**src/rtl/bmatch_drv_pkg.sv**
```systemverilog
// Shared widths, FSM states and polynomial taps for the matcher vector driver.
// The tap positions assume the default 36-bit stimulus and 16-bit signature.
package bmatch_drv_pkg;

    localparam int VEC_W_DEF  = 36;
    localparam int RESP_W_DEF = 7;
    localparam int SIG_W_DEF  = 16;
    localparam int CNT_W_DEF  = 16;

    typedef enum logic [1:0] {
        IDLE  = 2'd0,
        RUN   = 2'd1,
        DRAIN = 2'd2,
        DONE  = 2'd3
    } state_t;

    // Stimulus LFSR: shift left, new bit0 = q[35] ^ q[24]
    localparam int LFSR_TAP_HI = 35;
    localparam int LFSR_TAP_LO = 24;

    // Signature MISR feedback: m[15] ^ m[14] ^ m[12] ^ m[3]
    localparam int MISR_TAP_0 = 15;
    localparam int MISR_TAP_1 = 14;
    localparam int MISR_TAP_2 = 12;
    localparam int MISR_TAP_3 = 3;

endpackage

```
**src/rtl/bmatch_misr.sv**
```systemverilog
// Multiple-input signature register compacting matcher responses.
// clear has priority over en so a new run always starts from a zero signature.
module bmatch_misr
    import bmatch_drv_pkg::*;
#(
    parameter int SIG_W  = SIG_W_DEF,
    parameter int RESP_W = RESP_W_DEF
) (
    input  logic              clk,
    input  logic              rst,
    input  logic              clear,
    input  logic              en,
    input  logic [RESP_W-1:0] din,
    output logic [SIG_W-1:0]  sig
);

    function automatic logic [SIG_W-1:0] misr_step(input logic [SIG_W-1:0] m,
                                                   input logic [RESP_W-1:0] d);
        logic fb;
        fb = m[MISR_TAP_0] ^ m[MISR_TAP_1] ^ m[MISR_TAP_2] ^ m[MISR_TAP_3];
        return {m[SIG_W-2:0], fb} ^ SIG_W'(d);
    endfunction

    always_ff @(posedge clk or posedge rst) begin
        if (rst) begin
            sig <= '0;
        end else if (clear) begin
            sig <= '0;
        end else if (en) begin
            sig <= misr_step(sig, din);
        end
    end

endmodule

```
**src/rtl/bmatch_vec_driver.sv**
```systemverilog
// Drives LFSR stimulus into a combinational matcher and compacts its responses
// into a MISR signature; one vector per cycle, response captured one cycle later.
module bmatch_vec_driver
    import bmatch_drv_pkg::*;
#(
    parameter int VEC_W  = VEC_W_DEF,
    parameter int RESP_W = RESP_W_DEF,
    parameter int SIG_W  = SIG_W_DEF,
    parameter int CNT_W  = CNT_W_DEF
) (
    input  logic              clk,
    input  logic              rst,
    input  logic              start,
    input  logic [VEC_W-1:0]  seed,
    input  logic [CNT_W-1:0]  num_vec,
    output logic [VEC_W-1:0]  vec_o,
    output logic              vec_valid_o,
    input  logic [RESP_W-1:0] resp_i,
    output logic              busy,
    output logic              done,
    output logic [SIG_W-1:0]  signature,
    output logic [CNT_W-1:0]  vec_cnt
);

    state_t             state;
    state_t             state_nxt;
    logic [VEC_W-1:0]   lfsr;
    logic [VEC_W-1:0]   seed_eff;
    logic [VEC_W-1:0]   vec_r;
    logic [CNT_W-1:0]   num_r;
    logic [CNT_W-1:0]   cnt_r;
    logic [RESP_W-1:0]  resp_p0;
    logic               vld_p0;
    logic               accept;
    logic               last_vec;

    function automatic logic [VEC_W-1:0] lfsr_step(input logic [VEC_W-1:0] q);
        return {q[VEC_W-2:0], q[LFSR_TAP_HI] ^ q[LFSR_TAP_LO]};
    endfunction

    // An all-zero seed would lock the LFSR, so it is replaced by 1
    assign seed_eff = (seed == '0) ? VEC_W'(1) : seed;
    assign accept   = start && ((state == IDLE) || (state == DONE));
    assign last_vec = (cnt_r == num_r);

    always_ff @(posedge clk or posedge rst) begin
        if (rst) begin
            state <= IDLE;
        end else begin
            state <= state_nxt;
        end
    end

    always_comb begin
        state_nxt   = state;
        busy        = 1'b0;
        done        = 1'b0;
        vec_valid_o = 1'b0;
        case (state)
            IDLE, DONE: begin
                done = (state == DONE);
                if (start) begin
                    state_nxt = (num_vec == '0) ? DONE : RUN;
                end
            end
            RUN: begin
                busy        = 1'b1;
                vec_valid_o = 1'b1;
                if (last_vec) begin
                    state_nxt = DRAIN;
                end
            end
            DRAIN: begin
                busy      = 1'b1;
                state_nxt = DONE;
            end
            default: state_nxt = IDLE;
        endcase
    end

    // Stimulus stage: vec_o holds the vector for the current RUN cycle while
    // lfsr already holds the next one.
    always_ff @(posedge clk or posedge rst) begin
        if (rst) begin
            lfsr   <= '0;
            vec_r  <= '0;
            cnt_r  <= '0;
            num_r  <= '0;
            vld_p0 <= 1'b0;
        end else begin
            vld_p0 <= (state == RUN);
            if (accept) begin
                num_r <= num_vec;
                if (num_vec == '0) begin
                    cnt_r <= '0;
                end else begin
                    cnt_r <= CNT_W'(1);
                    vec_r <= seed_eff;
                    lfsr  <= lfsr_step(seed_eff);
                end
            end else if ((state == RUN) && !last_vec) begin
                vec_r <= lfsr;
                lfsr  <= lfsr_step(lfsr);
                cnt_r <= cnt_r + CNT_W'(1);
            end
        end
    end

    // Response stage: capture the matcher output for the vector just presented
    always_ff @(posedge clk) begin
        resp_p0 <= resp_i;
    end

    bmatch_misr #(
        .SIG_W  (SIG_W),
        .RESP_W (RESP_W)
    ) u_misr (
        .clk   (clk),
        .rst   (rst),
        .clear (accept),
        .en    (vld_p0),
        .din   (resp_p0),
        .sig   (signature)
    );

    assign vec_o   = vec_r;
    assign vec_cnt = cnt_r;

endmodule

```
**config.mk**
```make
export PLATFORM = sky130hd
export DESIGN_NAME = bmatch_vec_driver
export DESIGN_NICKNAME = d
export VERILOG_FILES = /design/src/rtl/bmatch_drv_pkg.sv /design/src/rtl/bmatch_misr.sv /design/src/rtl/bmatch_vec_driver.sv
export SDC_FILE = /design/constraint.sdc
export NUM_CORES = 1
export LEC_CHECK = 0
export CORE_MARGIN = 2
export CORE_UTILIZATION = 49
export DETAILED_ROUTE_END_ITERATION = 16
export MAX_ROUTING_LAYER = met4
export PLACE_DENSITY = 0.9
export SYNTH_ARGS = -nofsm -noshare
export SYNTH_HDL_FRONTEND = slang
export SYNTH_SLANG_ARGS = --single-unit
```
**constraint.sdc**
```tcl
create_clock -name clk -period 3 [get_ports clk]
set_input_delay 0.45 -clock clk [delete_from_list [all_inputs] [get_ports clk]]
set_output_delay 0.45 -clock clk [all_outputs]
set_load 0.1 [all_outputs]
```
After elaboration in Yosys (flattened, before gate mapping)
Cells that the tools add are included.

Register bits: 130. Input bits: 62. Output and inout bits: 71. Logic and storage cells: 54.

$add $sub $neg: 1. Equality and inequality tests: 7. Muxes and demuxes: 19. Bitwise logic cells: 6. Reductions and logical operators: 13.

Operators by type and width (number): $mux W36 (7); $mux W16 (4); $logic_not A36 Y1 (1); $add A16 B1 Y16 const B (1); $eq A16 B16 Y1 (1); $logic_not A16 Y1 (1); $xor A16 B7 Y16 (1); $mux W2 (3); $ne A2 B2 Y1 const B (3); $pmux W2 S3 (1); $xor A1 B1 Y1 (5); $eq A2 B2 Y1 const B (2); $mux W1 (4); $reduce_and A2 Y1 (2); $reduce_bool A2 Y1 (2); $reduce_or A2 Y1 (2); $eq A2 B1 Y1 const B (1); $logic_and A1 B1 Y1 (2); $logic_not A2 Y1 (1); $logic_not A1 Y1 (1); $logic_or A1 B1 Y1 (1).

Longest topological paths before layout
Gate-level depths: netlist (run 1).

Depth in word-level cells: 6. Gate-level depth with buffers: 9. Gate-level depth less buffers: 7.

Cells and area by module
A second synthesis (run 1) with hierarchy kept.

Cells, all modules: 518. Area total of the unflattened synthesis: 5017.3 µm².

Modules (own cells, without submodules): bmatch_vec_driver (instances 1, cells an instance 453, area each 4270.3 µm²); bmatch_misr (instances 1, cells an instance 65, area each 747.0 µm²).

Worst setup path after synthesis (run 1)
OpenSTA, ideal clock, no wires.

Path kind: register -> register. Start point: register cnt_r[2], in the netlist vec_cnt[2]. End point: register lfsr[11]. Setup time: 0.125 ns. Arrival time: 2.543 ns. Setup slack: 0.332 ns. Stages on the path, launching flop included: 8. Buffers on the path: 2. Period minus slack after synthesis: 2.668 ns. Cell sequence: dfrtp_1 buf_2 xnor2_1 nand4_1 o41ai_4 o21ai_4 buf_6 mux2_4.

Word-level cells in the longest chain between the ends: 5.

Ends and longest elaborated chain: start: declaration (line bmatch_vec_driver.sv:31) `logic [CNT_W-1:0] cnt_r;`; start signal: assignment (line bmatch_vec_driver.sv:104) `cnt_r <= cnt_r + CNT_W'(1);`; $eq A16 B16 Y1 (line bmatch_vec_driver.sv:44) `assign last_vec = (cnt_r == num_r);`; $logic_not A1 Y1 (line bmatch_vec_driver.sv:101) `end else if ((state == RUN) && !last_vec) begin`; $logic_and A1 B1 Y1 (line bmatch_vec_driver.sv:101); $reduce_bool A2 Y1 (no line); $reduce_and A2 Y1 (no line); end signal: assignment (line bmatch_vec_driver.sv:99) `lfsr <= lfsr_step(seed_eff);`; end signal: assignment (line bmatch_vec_driver.sv:103) `lfsr <= lfsr_step(lfsr);`; end: declaration (line bmatch_vec_driver.sv:27) `logic [VEC_W-1:0] lfsr;`.

Every way passes these cells. A chain may end at the register's enable or synchronous reset.

Worst setup path in the final report (run 1)
Start point: register cnt_r[3], in the netlist vec_cnt[3]. End point: register lfsr[20].

Same word-level chain as after synthesis.

==> impl_metrics.ini, run 1 <==
[status]
status = complete, no violations

[routing]
ant_nets = 0
drc = 0
vias = 3900
vias_per_cell = 5.24
drt_wl_total_mm = 11.7
wl_per_cell_um = 15.8
first_pass_iters = 5
drtIter0Drc = 192

[critical_path]
critPathLaunchType = register
endpoint_kind = register
required_ps = 3230
worstPathArrival_ps = 2550
crit_type = register to register
cp_max_fo = 37

[timing]
clock.fmax_mhz = 430
worst_slew_pin_slew_ps = 868
fin_crit_sh = 0.774
fin_crit_ps = 2320
finalSetupViolations = 0
rsz0062_at_grt = false
slew_violations = 0
final.setup.tns_ps = 0
final-hold-violation-count = 0
slew_headroom = 0.421
finClkSkew_ps = 12.6

[cells_and_area]
syn2layout_area_growth_pct = 24.0
nNetsFinal = 672
seq_area_um2 = 2340
multi_input_area_um2 = 2240
drive_gt1_frac = 0.218
antenna_cells = 0
fillers = 834
fin_util = 0.630

[yosys]
synth-seq-area-share = 0.469
synth_cell_types = 34
synth_top_area_share = 0.441
synth_commonest_cells = nand2_1 (167), dfrtp_1 (88), buf_4 (36)
async_reset_ff_frac = 0.926
synthCells = 517
synth_seq_cells = 95
netlist_area_um2 = 4990
ys_top_cells_by_area = dfrtp_1 (44%), nand2_1 (13%), mux2_4 (8.7%)
synth_nets = 583
syn_avg_cell_area_um2 = 9.65
synth_most_common_cell = nand2_1
synth_warnings = 0
ys.flop_type = dfrtp_1
synth-edff-count = 0
synth_top_area_cell = dfrtp_1

[clock_tree]
cts-root-buf = clkbuf_8
cts.sinks = 95
clk_pin_slew_ps = 100
clk_path_buf_depth = 2
cts_buffers = 9
cts_htree_levels = 3
ctsResizeCount = 0
tritoncts = yes
hold_buffers = 0
clock_latency_ps = 350
cts_setup_buffers = 0

[floorplan]
die_area_um2 = 11000
die_h_um = 105
start_util = 0.508
core_area_um2 = 9820
fp.dieW_um = 105
ioPinCount = 133
rows = 36

[job]
drv_cap = 0

[global_routing]
antenna_found_initial = 0
track_usage = 0.221
grt_pass1_vias = 3941
grt_max_degree = 55
grt_pass1_wl_mm = 19.2
grt.overflow.total = 0

[hold_path]
hold_class = input pin to async pin

[placement]
place_congestion = 0.865
dp_hpwl_mm = 8.54
portBuffers = 132
[cell usage in the layout (no fill, tap or decap), drive strengths merged]
cell type,netlist,routed
nand2,167,167
dfrtp,88,88
buf,45,77
clkdlybuf4s50,0,61
mux2,36,36
xnor2,28,28
nor2,18,18
nor4,13,13
a21oi,13,13
mux2i,12,12
clkbuf,15,11
o21ai,11,11
or4,9,9
nand4,8,8
o31ai,7,7
dfxtp,7,7
a211oi,6,6
inv,6,6
or3,5,5
nand3,4,4
ha,4,4
and2,4,4
o211ai,3,3
clkinv,0,3
and3,2,2
and4,2,2
o41ai,1,1
a41o,1,1
o41a,1,1
xor2,1,1
bufinv,0,1
clkinvlp,0,1
[routing by layer]
layer,vias to the layer above,track usage,share of wire
li1,1875,-,-
met1,1895,0.281,0.43
met2,112,0.354,0.50
met3,18,0.0487,0.057
met4,0,0.0695,0.018
met5,-,-,0
[cells by family after synthesis]
family | synth area share
XOR/XNOR | 0.0509
flip-flops | 0.469
adder cells (fa/ha/maj) | 0.0100
multiplexers | 0.127
AO/OA/AOI/OAI | 0.0602
buffers and inverters | 0.0820
AND/OR/NAND/NOR | 0.200
[per-stage QoR]
| stage | hold slack, ps | setup WS, ps | instance area, um^2 | instances |
|---|---|---|---|---|
| after floorplan | 467 | 271 | 4990 | 517 |
| after global placement | 484 | 425 | 5970 | 728 |
| after detailed placement | 485 | 399 | 5970 | 728 |
| after CTS | 498 | 691 | 6190 | 744 |
| after global routing | 529 | 604 | 6190 | 744 |
| final | 492 | 677 | 6190 | 744 |
[worst max-delay path, stage by stage (launching register included)]
cell	delay, ps
dfrtp_1	470
xnor2_1	240
nand4_1	220
o41ai_4	490
o21ai_4	70
buf_4	320
mux2_4	380
[cell type report]
class                   count  share of cell area
clock buffers              11              0.0245
inverters                   6             0.00384
repair buffers            138               0.194
flip-flops and latches     95               0.378
clock inverters             5              0.0103
multi-input cells         356               0.362
well taps                 133              0.0269
[sequential cells by signal (all words and copies together) (netlist names)]
signal	count
vld_p0	1
state	2
resp_p0	7
u_misr.sig	16
vec_cnt	16
vec_o	2
num_r	16
lfsr	35
[final timing paths]
kind | to | from | slack [ps] | depth (start not counted)
hold reg to reg | num_r[4] | num_r[4] | 500 | 2
hold / removal | vec_o[35] | rst | 490 | 2
max in group asynchronous | num_r[8] | rst | 1810 | 3
min in group clk | num_r[4] | num_r[4] | 500 | 2
setup / recovery | lfsr[20] | vec_cnt[3] | 680 | 6
setup reg to reg | lfsr[20] | vec_cnt[3] | 680 | 6
Power of run 1 is not shown: default switching activity piles up to over one toggle a cycle in this logic, so the estimate is an artifact.
==> run 2, diff against run 1 <==
Clock period 3 ns to 2.3 ns, I/O delays scaled along.
==> run 2 against run 1 <==
  * Final cell count up 0.81%
  * Non-clock buffer count up 6
  * Highest routed layer unchanged
  * Final area up 1.2%
==> impl_metrics.ini, run 2 (synthesis gave the netlist of run 1 again) <==
[clock_tree]
cts_htree_levels = 3
cts.sinks = 95
cts_setup_buffers = 0
clk_path_buf_depth = 2
hold_buffers = 0
cts-root-buf = clkbuf_8
clk_pin_slew_ps = 90
cts_buffers = 9
ctsResizeCount = 0
clock_latency_ps = 360
tritoncts = yes

[global_routing]
grt.overflow.total = 0
antenna_found_initial = 0
grt_max_degree = 89
track_usage = 0.223
grt_pass1_wl_mm = 19.3
grt_pass1_vias = 3904

[job]
drv_cap = 0

[cells_and_area]
final_common_cell = nand2_1
top_register = lfsr
syn2layout_area_growth_pct = 25.6
finalNonFillerCells = 750
drive_gt1_frac = 0.248
antenna_cells = 0
fillers = 839
final_cell_mix = nand2_1 (167), buf_4 (78), dfrtp_1 (72)
largest_reg_flops = 35
nNetsFinal = 678

[timing]
fin_crit_sh = 0.933
fin_ws_ps = 155
hold_slack_ps = 425
fin_crit_ps = 2140
final-hold-violation-count = 0
rsz0062_at_grt = false
final.setup.tns_ps = 0
clock.fmax_mhz = 466
finClkSkew_ps = 12.4
finalSetupViolations = 0
slew_violations = 0
slew_headroom = 0.432
worst_slew_pin_slew_ps = 852

[critical_path]
critPathLaunchType = register
cp_max_fo = 30
worstPathArrival_ps = 2380
crit_type = register to register
endpoint_kind = register
required_ps = 2540

[placement]
portBuffers = 132
dp_hpwl_mm = 8.51
dpl_worst_slack_ps = 107
placed_cells = 734
place_congestion = 0.883

[routing]
first_pass_iters = 4
drt_wl_total_mm = 11.8
drtIter0Drc = 218
wl_per_cell_um = 15.7
vias = 3923
vias_per_cell = 5.23
drc = 0
ant_nets = 0

[floorplan]
ioPinCount = 133
start_util = 0.508
die_area_um2 = 11000
die_h_um = 105
fp.dieW_um = 105
rows = 36
core_area_um2 = 9820

[hold_path]
hold_class = input pin to register

[status]
status = complete, no violations
==> run 2: cell count changes in the layout (fill, tap and decap cells not counted), sizes merged <==
cell	change
clkinvlp	+2
bufinv	-1
inv	-1
clkinv	-2
buf	+6
clkbuf	+2
==> run 2: final timing paths <==
check	depth (start not counted)	startpoint	slack, ps	to
worst min register to register	2	num_r[9]	500	num_r[9]
worst min-delay path	1	resp_i[1]	420	resp_p0[1]
min in group asynchronous	3	rst	470	lfsr[4]
max in group asynchronous	3	rst	1440	vec_cnt[2]
worst max-delay path	6	vec_cnt[5]	160	state[0]
worst max register to register	6	vec_cnt[5]	160	state[0]
==> run 2: critical path, cell delays in order, from the launching register on <==
cell,delay [ps]
dfrtp_2,460
xnor2_1,230
nand4_1,210
o41ai_4,470
buf_4,340
o21ai_1,160
mux2i_1,150
==> run 2: area by class of cell <==
type | count | area (um^2) | share of cell area
flip-flops and latches | 95 | 2360 | 0.377
clock buffers | 13 | 149 | 0.0238
multi-input cells | 356 | 2240 | 0.358
inverters | 6 | 26.3 | 0.00419
repair buffers | 144 | 1300 | 0.207
well taps | 133 | 166 | 0.0266
clock inverters | 3 | 20.0 | 0.00320
==> run 2: routing by layer <==
metal,global-route usage,share of wire
met3,0.0561,0.069
met1,0.279,0.41
met5,-,0
met2,0.363,0.50
met4,0.0619,0.014
==> run 2: stage by stage <==
step	utilization	instance area (um^2)
after floorplan	-	5020
after global placement	0.621	6100
after detailed placement	0.621	6100
after CTS	0.638	6260
after global routing	0.638	6260
final	0.638	6260
Power of run 2 is left out for the same reason.
==> run 3, diff against run 2 <==
Settings changed: GPL_ROUTABILITY_DRIVEN set to 1, SETUP_SLACK_MARGIN set to 0.4.
==> run 3 against run 2 <==
  * Worst setup slack worse by 33 ps
  * Largest cell class is now multi-input gates
  * Critical path type unchanged
  * Worst hold slack worse by 11 ps
  * Critical path depth up 1
  * Global-route usage up 2.2 points
  * Die area unchanged
==> impl_metrics.ini, run 3 (synthesis gave the netlist of run 1 again) <==
[critical_path]
worstPathArrival_ps = 2430
r2r_setup_slack_ps = 120
r2r-end = lfsr[3]
r2r-start = vec_cnt[4]
reg2reg_depth = 7
max_stage_delay_ps = 520
crit_type = register to register
required_ps = 2550
critPathLaunchType = register
cp_max_fo = 18
endpoint_kind = register
cp_cell_sequence = xnor2_2, nand4_1, o41ai_4, buf_4, o21ai_4, buf_12, mux2_4
critical-path-slowest-cell = dfrtp_4

[clock_tree]
clock_latency_ps = 380
clk_pin_slew_ps = 90
clk_path_buf_depth = 2
cts_htree_levels = 3
tritoncts = yes
cts.sinks = 95
cts-root-buf = clkbuf_8
cts_buffers = 9

[cells_and_area]
drive_gt1_frac = 0.333
antenna_cells = 0
final_common_cell = nand2_1
final_cell_mix = nand2_1 (164), buf_4 (92), dfrtp_1 (71)
seq_area_um2 = 2390
syn2layout_area_growth_pct = 35.7
fillers = 761
nNetsFinal = 700
largest_reg_flops = 35
multi_input_area_um2 = 2420
top_register = lfsr

[timing]
clock.fmax_mhz = 459
slew_violations = 0
fin_crit_sh = 0.947
finClkSkew_ps = 18.7
fin_crit_ps = 2180
rsz0062_at_grt = true
slew_headroom = 0.682
hold_slack_ps = 414
worst_slew_pin_slew_ps = 477
final-hold-violation-count = 0
finalSetupViolations = 0

[job]
drv_cap = 0

[routing]
vias_per_cell = 5.41
drc = 0
drtIter0Drc = 216
first_pass_iters = 7
wl_per_cell_um = 17.4
ant_nets = 0
vias = 4175
drt_wl_total_mm = 13.4

[global_routing]
grt_pass1_vias = 4124
grt.overflow.total = 0
track_usage = 0.245
grt_pass1_wl_mm = 20.9
antenna_found_initial = 0
grt_max_degree = 89

[hold_path]
hold_class = input pin to register
whs_path_depth = 1
min_from = resp_i[0]
hold-path-endpoint = resp_p0[0]

[floorplan]
die_area_um2 = 11000
fp.dieW_um = 105
ioPinCount = 133
rows = 36
die_h_um = 105
core_area_um2 = 9820
start_util = 0.508

[placement]
portBuffers = 132
dp_hpwl_mm = 8.73
place_congestion = 0.867

[status]
status = complete, no violations
## run 3: cell types whose count changed in the layout (fill, tap and decap cells not counted), moves of 3 or more
cell and change:
a21oi_1 -9, o21ai_2 +3, dfrtp_2 -7, dfrtp_4 +8, or4_4 +7, a21oi_2 +9, xnor2_2 +6, buf_4 +14
xnor2_1 -6, nand2_1 -3, or4_1 -7, o21ai_0 -5
## run 3: final cells by class
type                       instances  area share
clock buffer                      11      0.0209
clock inverter                     5     0.00850
inverter                           6     0.00388
multi-input combinational        356       0.358
sequential                        95       0.352
tap                              133      0.0246
timing repair buffer             166       0.232
## run 3: how the worst max path moves through the flow
stage                startpoint           to  slack, ps  cells past startpoint
floorplan            vec_cnt[3]     lfsr[11]        110                      6
global placement    num_vec[10]     lfsr[12]         20                      7
detailed placement  num_vec[10]     lfsr[21]        -80                      7
CTS                 vec_cnt[10]      lfsr[3]        210                      6
global route         vec_cnt[4]  vec_cnt[13]         70                      8
finish               vec_cnt[4]      lfsr[3]        120                      7
## run 3: routing by layer
layer | vias to the layer above | track usage | part of all wire | wire, um
met5 | - | - | 0 | 0
met4 | 0 | 0.100 | 0.030 | 401
met3 | 35 | 0.0512 | 0.069 | 927
met2 | 190 | 0.392 | 0.50 | 6680
met1 | 2019 | 0.305 | 0.40 | 5400
li1 | 1931 | - | - | -
## run 3: per-stage QoR
| step | utilization | TNS, ps | cell area [um^2] | worst slack [ps] | instances |
|---|---|---|---|---|---|
| finish | 0.690 | 0 | 6770 | 122 | 772 |
| floorplan | - | 0 | 5070 | 112 | 517 |
| CTS | 0.666 | 0 | 6540 | 205 | 764 |
| global route | 0.690 | 0 | 6770 | 73.7 | 772 |
| detailed placement | 0.625 | -2300 | 6130 | -81.7 | 735 |
| global placement | 0.625 | 0 | 6130 | 17.8 | 735 |
## run 3: timing repair
item / CTS / global route
setup buffers: 10 / 7
pin swaps: 7 / 29
setup endpoints to repair: 54 / 72
hold buffers: 0 / 0
gates cloned: 3 / 1
gates resized for setup: 12 / 42
## run 3: critical path, delay by kind of cell, from the launching register on
| family | cells | cell delay, ps |
|---|---|---|
| muxes | 1 | 300 |
| AOI/OAI and AO/OA | 2 | 490 |
| and+or+nand+nor | 1 | 210 |
| DFF | 1 | 520 |
| buffers and inverters | 2 | 350 |
| xor gates and xnor gates | 1 | 190 |
Power of run 3 is left out for the same reason.
